[config.mk]
export PLATFORM = sky130hd
export DESIGN_NAME = register_writeback
export DESIGN_NICKNAME = d
export VERILOG_FILES = /design/src/rtl/register_writeback.sv
export SDC_FILE = /design/constraint.sdc
export NUM_CORES = 2
export LEC_CHECK = 0
export ABC_AREA = 0
export CORE_AREA = 8 8 517 519
export CTS_BUF_LIST = sky130_fd_sc_hd__clkbuf_8
export DETAILED_ROUTE_END_ITERATION = 8
export DIE_AREA = 0 0 525 527
export GPL_ROUTABILITY_DRIVEN = 1
export MAX_ROUTING_LAYER = met4
export PLACE_DENSITY = 0.53
export SLEW_MARGIN = 10
export SYNTH_ARGS = -nofsm -noshare
export SYNTH_HDL_FRONTEND = slang
export SYNTH_SLANG_ARGS = --single-unit
export TNS_END_PERCENT = 10
[constraint.sdc]
create_clock -name clk -period 37.2 [get_ports clk]
set_input_delay 7.44 -clock clk [delete_from_list [all_inputs] [get_ports clk]]
set_output_delay 7.44 -clock clk [all_outputs]
set_load 0.005 [all_outputs]
[src/rtl/register_writeback.sv]
// rtl/register_writeback.sv - writeback stage: 2-entry result buffer draining into a 16x64 register file.
// Define WB_BYPASS_EN to forward the in-progress write onto registerFileOut in the same cycle.
module register_writeback (
    input  logic        clk,
    input  logic        reset,
    input  logic        wbValidIn,
    input  logic [0:3]  destRegIn,
    input  logic        destRegValidIn,
    input  logic [63:0] destValIn,
    input  logic [0:3]  destRegisterSpecialIn,
    input  logic        destRegisterSpecialValidIn,
    input  logic [63:0] destValSpecialIn,
    input  logic [0:63] currentRipIn,
    output logic [63:0] registerFileOut [16],
    output logic        wbStallOut,
    output logic        wbBusyOut,
    output logic [0:63] lastRetiredRipOut,
    output logic [63:0] retireCountOut
);
    localparam logic [1:0] IDLE    = 2'd0;
    localparam logic [1:0] PRIMARY = 2'd1;
    localparam logic [1:0] SPECIAL = 2'd2;

    logic [1:0]  state, stateNext;
    logic [63:0] regs [16];

    logic [0:3]  fifoDest       [2];
    logic        fifoDestValid  [2];
    logic [63:0] fifoVal        [2];
    logic [0:3]  fifoSpec       [2];
    logic        fifoSpecValid  [2];
    logic [63:0] fifoSpecVal    [2];
    logic [0:63] fifoRip        [2];

    logic        wrPtr, rdPtr;
    logic [1:0]  count, countNext;
    logic        push, pop;
    logic        wrEn;
    logic [3:0]  wrAddr;
    logic [63:0] wrData;

    assign wbStallOut = (count == 2'd2);
    assign wbBusyOut  = (state != IDLE);
    // A full buffer refuses the push even if the head pops this same cycle.
    assign push       = wbValidIn && !wbStallOut;

    always_comb begin
        countNext = count;
        case ({push, pop})
            2'b10:   countNext = count + 2'd1;
            2'b01:   countNext = count - 2'd1;
            default: countNext = count;
        endcase
    end

    always_comb begin
        pop       = 1'b0;
        wrEn      = 1'b0;
        wrAddr    = 4'd0;
        wrData    = 64'd0;
        stateNext = state;
        case (state)
            IDLE: begin
                stateNext = push ? PRIMARY : IDLE;
            end
            PRIMARY: begin
                wrEn   = fifoDestValid[rdPtr];
                wrAddr = fifoDest[rdPtr];
                wrData = fifoVal[rdPtr];
                if (fifoSpecValid[rdPtr]) begin
                    stateNext = SPECIAL;
                end else begin
                    pop       = 1'b1;
                    stateNext = (countNext != 2'd0) ? PRIMARY : IDLE;
                end
            end
            SPECIAL: begin
                wrEn      = 1'b1;
                wrAddr    = fifoSpec[rdPtr];
                wrData    = fifoSpecVal[rdPtr];
                pop       = 1'b1;
                stateNext = (countNext != 2'd0) ? PRIMARY : IDLE;
            end
            default: begin
                stateNext = IDLE;
            end
        endcase
    end

    // Payload storage needs no reset; count and pointers decide what is live.
    always_ff @(posedge clk) begin
        if (push) begin
            fifoDest[wrPtr]      <= destRegIn;
            fifoDestValid[wrPtr] <= destRegValidIn;
            fifoVal[wrPtr]       <= destValIn;
            fifoSpec[wrPtr]      <= destRegisterSpecialIn;
            fifoSpecValid[wrPtr] <= destRegisterSpecialValidIn;
            fifoSpecVal[wrPtr]   <= destValSpecialIn;
            fifoRip[wrPtr]       <= currentRipIn;
        end
    end

    always_ff @(posedge clk or posedge reset) begin
        if (reset) begin
            state             <= IDLE;
            count             <= 2'd0;
            wrPtr             <= 1'b0;
            rdPtr             <= 1'b0;
            lastRetiredRipOut <= '0;
            retireCountOut    <= 64'd0;
            for (int i = 0; i < 16; i++) begin
                regs[i] <= 64'd0;
            end
        end else begin
            state <= stateNext;
            count <= countNext;
            if (push) begin
                wrPtr <= ~wrPtr;
            end
            if (pop) begin
                rdPtr             <= ~rdPtr;
                lastRetiredRipOut <= fifoRip[rdPtr];
                retireCountOut    <= retireCountOut + 64'd1;
            end
            if (wrEn) begin
                regs[wrAddr] <= wrData;
            end
        end
    end

    always_comb begin
        for (int i = 0; i < 16; i++) begin
            registerFileOut[i] = regs[i];
`ifdef WB_BYPASS_EN
            if (wrEn && (wrAddr == 4'(i))) begin
                registerFileOut[i] = wrData;
            end
`endif
        end
    end
endmodule

== Word level (Yosys, flattened, before mapping) ==
Memories as Yosys holds them, arrays and structs flattened. A register that Yosys moved wholly into a read port is not among the register bits.
Cells that the tools add are included.

* Bits of input ports: 205
* Memory bits (writable): 404
* Output and inout bits: 1154
* Memory bits (read-only): 0
* Memories kept: 7
* Register bits: 1094
* Bits in latches: 0
* Logic and storage cells: 62

* $mul: 0
* Equal/unequal tests: 5
* Magnitude comparators: 2
* Add/sub/neg operators: 3
* Muxes and demuxes: 15
* Div/mod/pow operators: 0
* Bitwise gates (word level): 3
* Reduce and logical (&&, ||, !) cells: 6
* Shift operators: 0

{| class="wikitable"
|+ Memory list
! name !! depth !! bits a word !! rd ports !! clocked after Yosys merged registers in !! wr ports !! line !! text
|-
| fifoRip || 2 || 64 || 1 || 1 || 1 || 33 || <nowiki>logic [0:63] fifoRip [2];</nowiki>
|-
| fifoSpecVal || 2 || 64 || 1 || 0 || 1 || 32 || <nowiki>logic [63:0] fifoSpecVal [2];</nowiki>
|-
| fifoVal || 2 || 64 || 1 || 0 || 1 || 29 || <nowiki>logic [63:0] fifoVal [2];</nowiki>
|-
| fifoDest || 2 || 4 || 1 || 0 || 1 || 27 || <nowiki>logic [0:3] fifoDest [2];</nowiki>
|-
| fifoSpec || 2 || 4 || 1 || 0 || 1 || 30 || <nowiki>logic [0:3] fifoSpec [2];</nowiki>
|-
| fifoDestValid || 2 || 1 || 1 || 0 || 1 || 28 || <nowiki>logic fifoDestValid [2];</nowiki>
|-
| +1 memories || n/a || n/a || n/a || n/a || n/a || n/a ||
|}

{| class="wikitable"
|+ Operators with widths
! cell !! number
|-
| bitwise mux 1024 bit || 1
|-
| demux 64 bit (select 4 bit) || 1
|-
| case mux 64 bit (2 select lines) || 1
|-
| adder 64 x 1 -> 64 bit (second input constant) || 1
|-
| two-way mux 64 bit || 1
|-
| case mux 4 bit (2 select lines) || 1
|-
| equality test 2 bit (second input constant) || 3
|-
| case mux 2 bit (3 select lines) || 1
|-
| greater-or-equal comparator 5 bit (second input constant) || 1
|-
| less-than comparator 5 x 1 -> 1 bit (second input constant) || 1
|-
| two-way mux 1 bit || 5
|-
| inverter 4 -> 5 bit || 1
|-
| equality test 2 x 1 -> 1 bit (second input constant) || 2
|-
| case mux 1 bit (2 select lines) || 2
|-
| case mux 2 bit (2 select lines) || 1
|-
| nonzero test 2 bit || 2
|-
| adder 2 x 1 -> 2 bit (second input constant) || 1
|-
| logical AND 1 bit || 2
|-
| zero test 2 bit || 1
|-
| two-way mux 2 bit || 1
|-
| inverter 1 bit || 2
|-
| subtractor 2 x 1 -> 2 bit (second input constant) || 1
|-
| zero test 1 bit || 1
|}

== Longest topological paths before layout ==
* Depth in word-level cells: 9
* Gate-level depth with buffers: 14
* Depth with buffers taken out: 10

== Worst setup path after synthesis ==
Ideal clock, no wire load.

* Kind: input port to flip-flop
* Start: in wbValidIn
* End: mem fifoDestValid[0], enable pin
* Setup slack: 20524 ps
* Buffers on the path: 0
* Stages: 2
* Library setup time: 767 ps
* Required time: 36433 ps
* Arrival time: 15909 ps
* Cell sequence: nand2_1 nor2_1

* Cells in the longest elaborated chain, start to end: 3

{| class="wikitable"
|+ Ends and longest elaborated chain
! what !! line !! text
|-
| start: declaration || 6 || <nowiki>input logic wbValidIn,</nowiki>
|-
| logical AND 1 bit || 45 || <nowiki>assign push = wbValidIn && !wbStallOut;</nowiki>
|-
| two-way mux 1 bit || 92 || <nowiki>if (push) begin</nowiki>
|-
| two-way mux 1 bit (implied by the code) || 94 || <nowiki>fifoDestValid[wrPtr] <= destRegValidIn;</nowiki>
|-
| end: declaration || 28 ||
|}

Every way passes these cells.

==> flow_metrics.py <==
metrics = {
    "status": {
        "outcome": "finished clean",
    },
    "routing": {
        "ant_nets": 0,
        "wl_per_cell_um": 26.8,
        "viasPerCell": 4.24,
        "dr.pass1.iters": 5,
        "drc": 0,
        "dr.first_iter.drc_count": 1803,
        "routed_wl_um": 234000,
        "vias": 37100,
    },
    "setup_path": {
        "worst-path-buf-inv": 8,
        "endpoint_kind": "async pin",
        "worstPathMaxFanout": 168,
        "worstSetupStartpointType": "input pin",
        "crit_chain": "clkdlybuf4s50_1 -> clkinvlp_4 -> buf_4 -> buf_4 -> buf_4 -> buf_4 -> buf_12 -> buf_4",
        "arrival_ps": 12920,
        "cp_slowest_cell": "buf_4",
        "cp_data_required_time_ps": 38080,
        "cpMostUsedCell": "buf_4",
        "crit_family": "buffers and inverters",
        "path_class": "in -> async",
        "cpPeakStageDelay_ps": 890,
    },
    "pwr": {
        "power_density_nw_per_um2": 64.7,
        "leakage_nw": 36.2,
        "ir_drop_mv": 0.0524,
    },
    "timing": {
        "timing_worst_slew_pin_value_ps": 1220,
        "finalSetupViolCount": 0,
        "rsz0062_at_grt": "false",
        "fin_skew_ps": 133,
        "fin_crit_ps": 12050,
        "finalSetupTns_ps": 0,
        "slew_violations": 0,
        "finalCritPeriodShare_pct": 32.4,
        "hold_viol": 0,
        "fmax_ghz": 0.0830,
        "whs_ps": 483,
        "max_slew_margin_pct": 18.5,
    },
    "finish": {
        "final_util_pct": 32.1,
        "design_area_um2": 83100,
        "final_common_cell": "clkdlybuf4s50_1",
        "drive_above_1_share_pct": 29.5,
        "mostFrequentLayoutCells": "clkdlybuf4s50_1, dfrtp_1, mux2_2",
        "fillers": 25500,
        "final_nets": 5304,
        "syn_to_final_growth_pct": 39.5,
    },
    "synthesis": {
        "netlist_area_um2": 59500,
        "ys_seq_area_share_pct": 69.0,
        "synth_top_area_cell": "dfrtp_1",
        "synth-main-ff-cell": "dfrtp_1",
        "yosysWarnings": 0,
        "avgSynthCellArea_um2": 16.7,
        "syn_nets": 3769,
        "ys_seq_elements": 1562,
        "postSynthCellCount": 3557,
        "yosysTopAreaCellShare_pct": 48.7,
        "synth.area.top_cells": "dfrtp_1, edfxtp_1, mux2_2",
        "synth_edf_count": 404,
        "synth-async-reset-ratio_pct": 74.1,
        "ys_types": 43,
    },
    "clock_tree": {
        "insertion_delay_ps": 1010,
        "clockRootBuffer": "clkbuf_8",
        "cts_tree": "done",
        "clk_pin_slew_ps": 50,
        "cts_sinks": 1562,
        "ctsHoldBuffers": 0,
        "post_cts_buffers": 0,
        "clk_path_buf_depth": 4,
        "cts_buffers": 297,
        "cts_max_level": 5,
        "cts-resized-gates": 0,
    },
    "place": {
        "placed_area_um2": 77300,
        "io_buffers": 1358,
        "place_congestion": 0.814,
        "place_hpwl_um": 164000,
    },
    "floorplan": {
        "die_h_um": 527,
        "pin_count": 1359,
        "die_area_um2": 277000,
        "std_cell_rows": 187,
        "die_w_um": 525,
        "initial_core_util_pct": 23.0,
        "coreArea_um2": 259000,
    },
    "min_path": {
        "min_path_type": "reg -> reg",
    },
    "global_route": {
        "first_global_vias": 39800,
        "grt-ovfl-total": 0,
        "grt_max_degree": 179,
        "antenna_found_initial": 78,
        "grtUsageTotal_pct": 16.8,
        "grt_pass1_wl_um": 325000,
    },
    "run": {
        "max_cap_viol_count": 0,
    },
}
[layer usage]
layer	wire [um]	global-route usage [%]	up-vias
met5	0	-	-
met1	90000	18.5	19200
li1	-	-	16000
met4	6690	5.18	0
met3	22800	6.92	386
met2	115000	27.9	1517
[registers in the layout (all words and copies together) (netlist names)]
| name | flops |
|---|---|
| registerFileOut | 1024 |
| fifoRip | 128 |
| fifoSpecVal | 128 |
| fifoVal | 128 |
| lastRetiredRipOut | 64 |
| retireCountOut | 64 |
| fifoDest | 8 |
| fifoSpec | 8 |
| count | 2 |
| fifoDestValid | 2 |
| fifoSpecValid | 2 |
| state | 2 |
| rdPtr | 1 |
| wrPtr | 1 |
[stage by stage]
step	setup slack (ps)	std cells	power [mW]
after floorplan	13770	3557	2.90
after global placement	24060	8195	3.82
after detailed placement	23960	8195	3.84
final	25150	8763	5.38
after global routing	24430	8750	5.66
after CTS	25050	8695	5.51
[cell families after synthesis]
family,Yosys count,synth area share (%)
fa+ha+maj,7,0.147
mux,1228,23.5
buf+inv,238,2.04
compound gates,143,1.54
xor+xnor,68,1.00
flops,1562,69.0
simple gates,311,2.78
[path summary, 6_finish.rpt]
path / startpoint / end / slack (ps) / cells after the start
worst min register to register: registerFileOut[159] / registerFileOut[159] / 480 / 1
min in group asynchronous: reset / registerFileOut[232] / 6870 / 2
worst max register to register: state[0] / registerFileOut[137] / 31850 / 9
worst max-delay path: reset / registerFileOut[832] / 25150 / 8
max in group clk: wbValidIn / fifoSpecVal[1][33] / 27280 / 4
worst min-delay path: registerFileOut[159] / registerFileOut[159] / 480 / 1
[area by class of cell]
type                       instances  area, um^2  area share, %
tap                             3402        4260           5.12
sequential                      1562       41100           49.5
timing repair buffer            1464       14400           17.4
clock inverter                   155         843           1.01
clock buffer                     345        4750           5.72
inverter                          10        41.3         0.0497
antenna                           68         170          0.205
multi-input combinational       1757       17500           21.0
[power by group]
part | leakage, nW | internal, mW | switching (mW) | total [mW]
sequential | 19.7 | 2.08 | 0.136 | 2.22
clock | 3.29 | 0.882 | 0.743 | 1.63
combinational | 13.2 | 0.691 | 0.841 | 1.53
[cells in the mapped netlist, types with 2 or more instances]
master    instances
dfrtp_1        1158
mux2_2          933
edfxtp_1        404
mux2_1          169
clkbuf_1         98
nor2_1           94
buf_2            78
a22oi_1          67
mux2i_1          66
a21oi_1          65
nor2b_1          64
mux2_4           60
xor2_1           44
nand2_1          36
nand4_1          26
nand3_1          25
xnor2_1          24
buf_4            22
nor3_1           20
buf_6            19
nor4_1           16
buf_1            11
nor2_4           11
inv_1            10
ha_1              7
nand3_2           5
a21o_1            3
a22o_1            3
nor2_2            2
o21ai_2           2
or2_1             2
or2_2             2
Power figures use the tool's default switching activity.
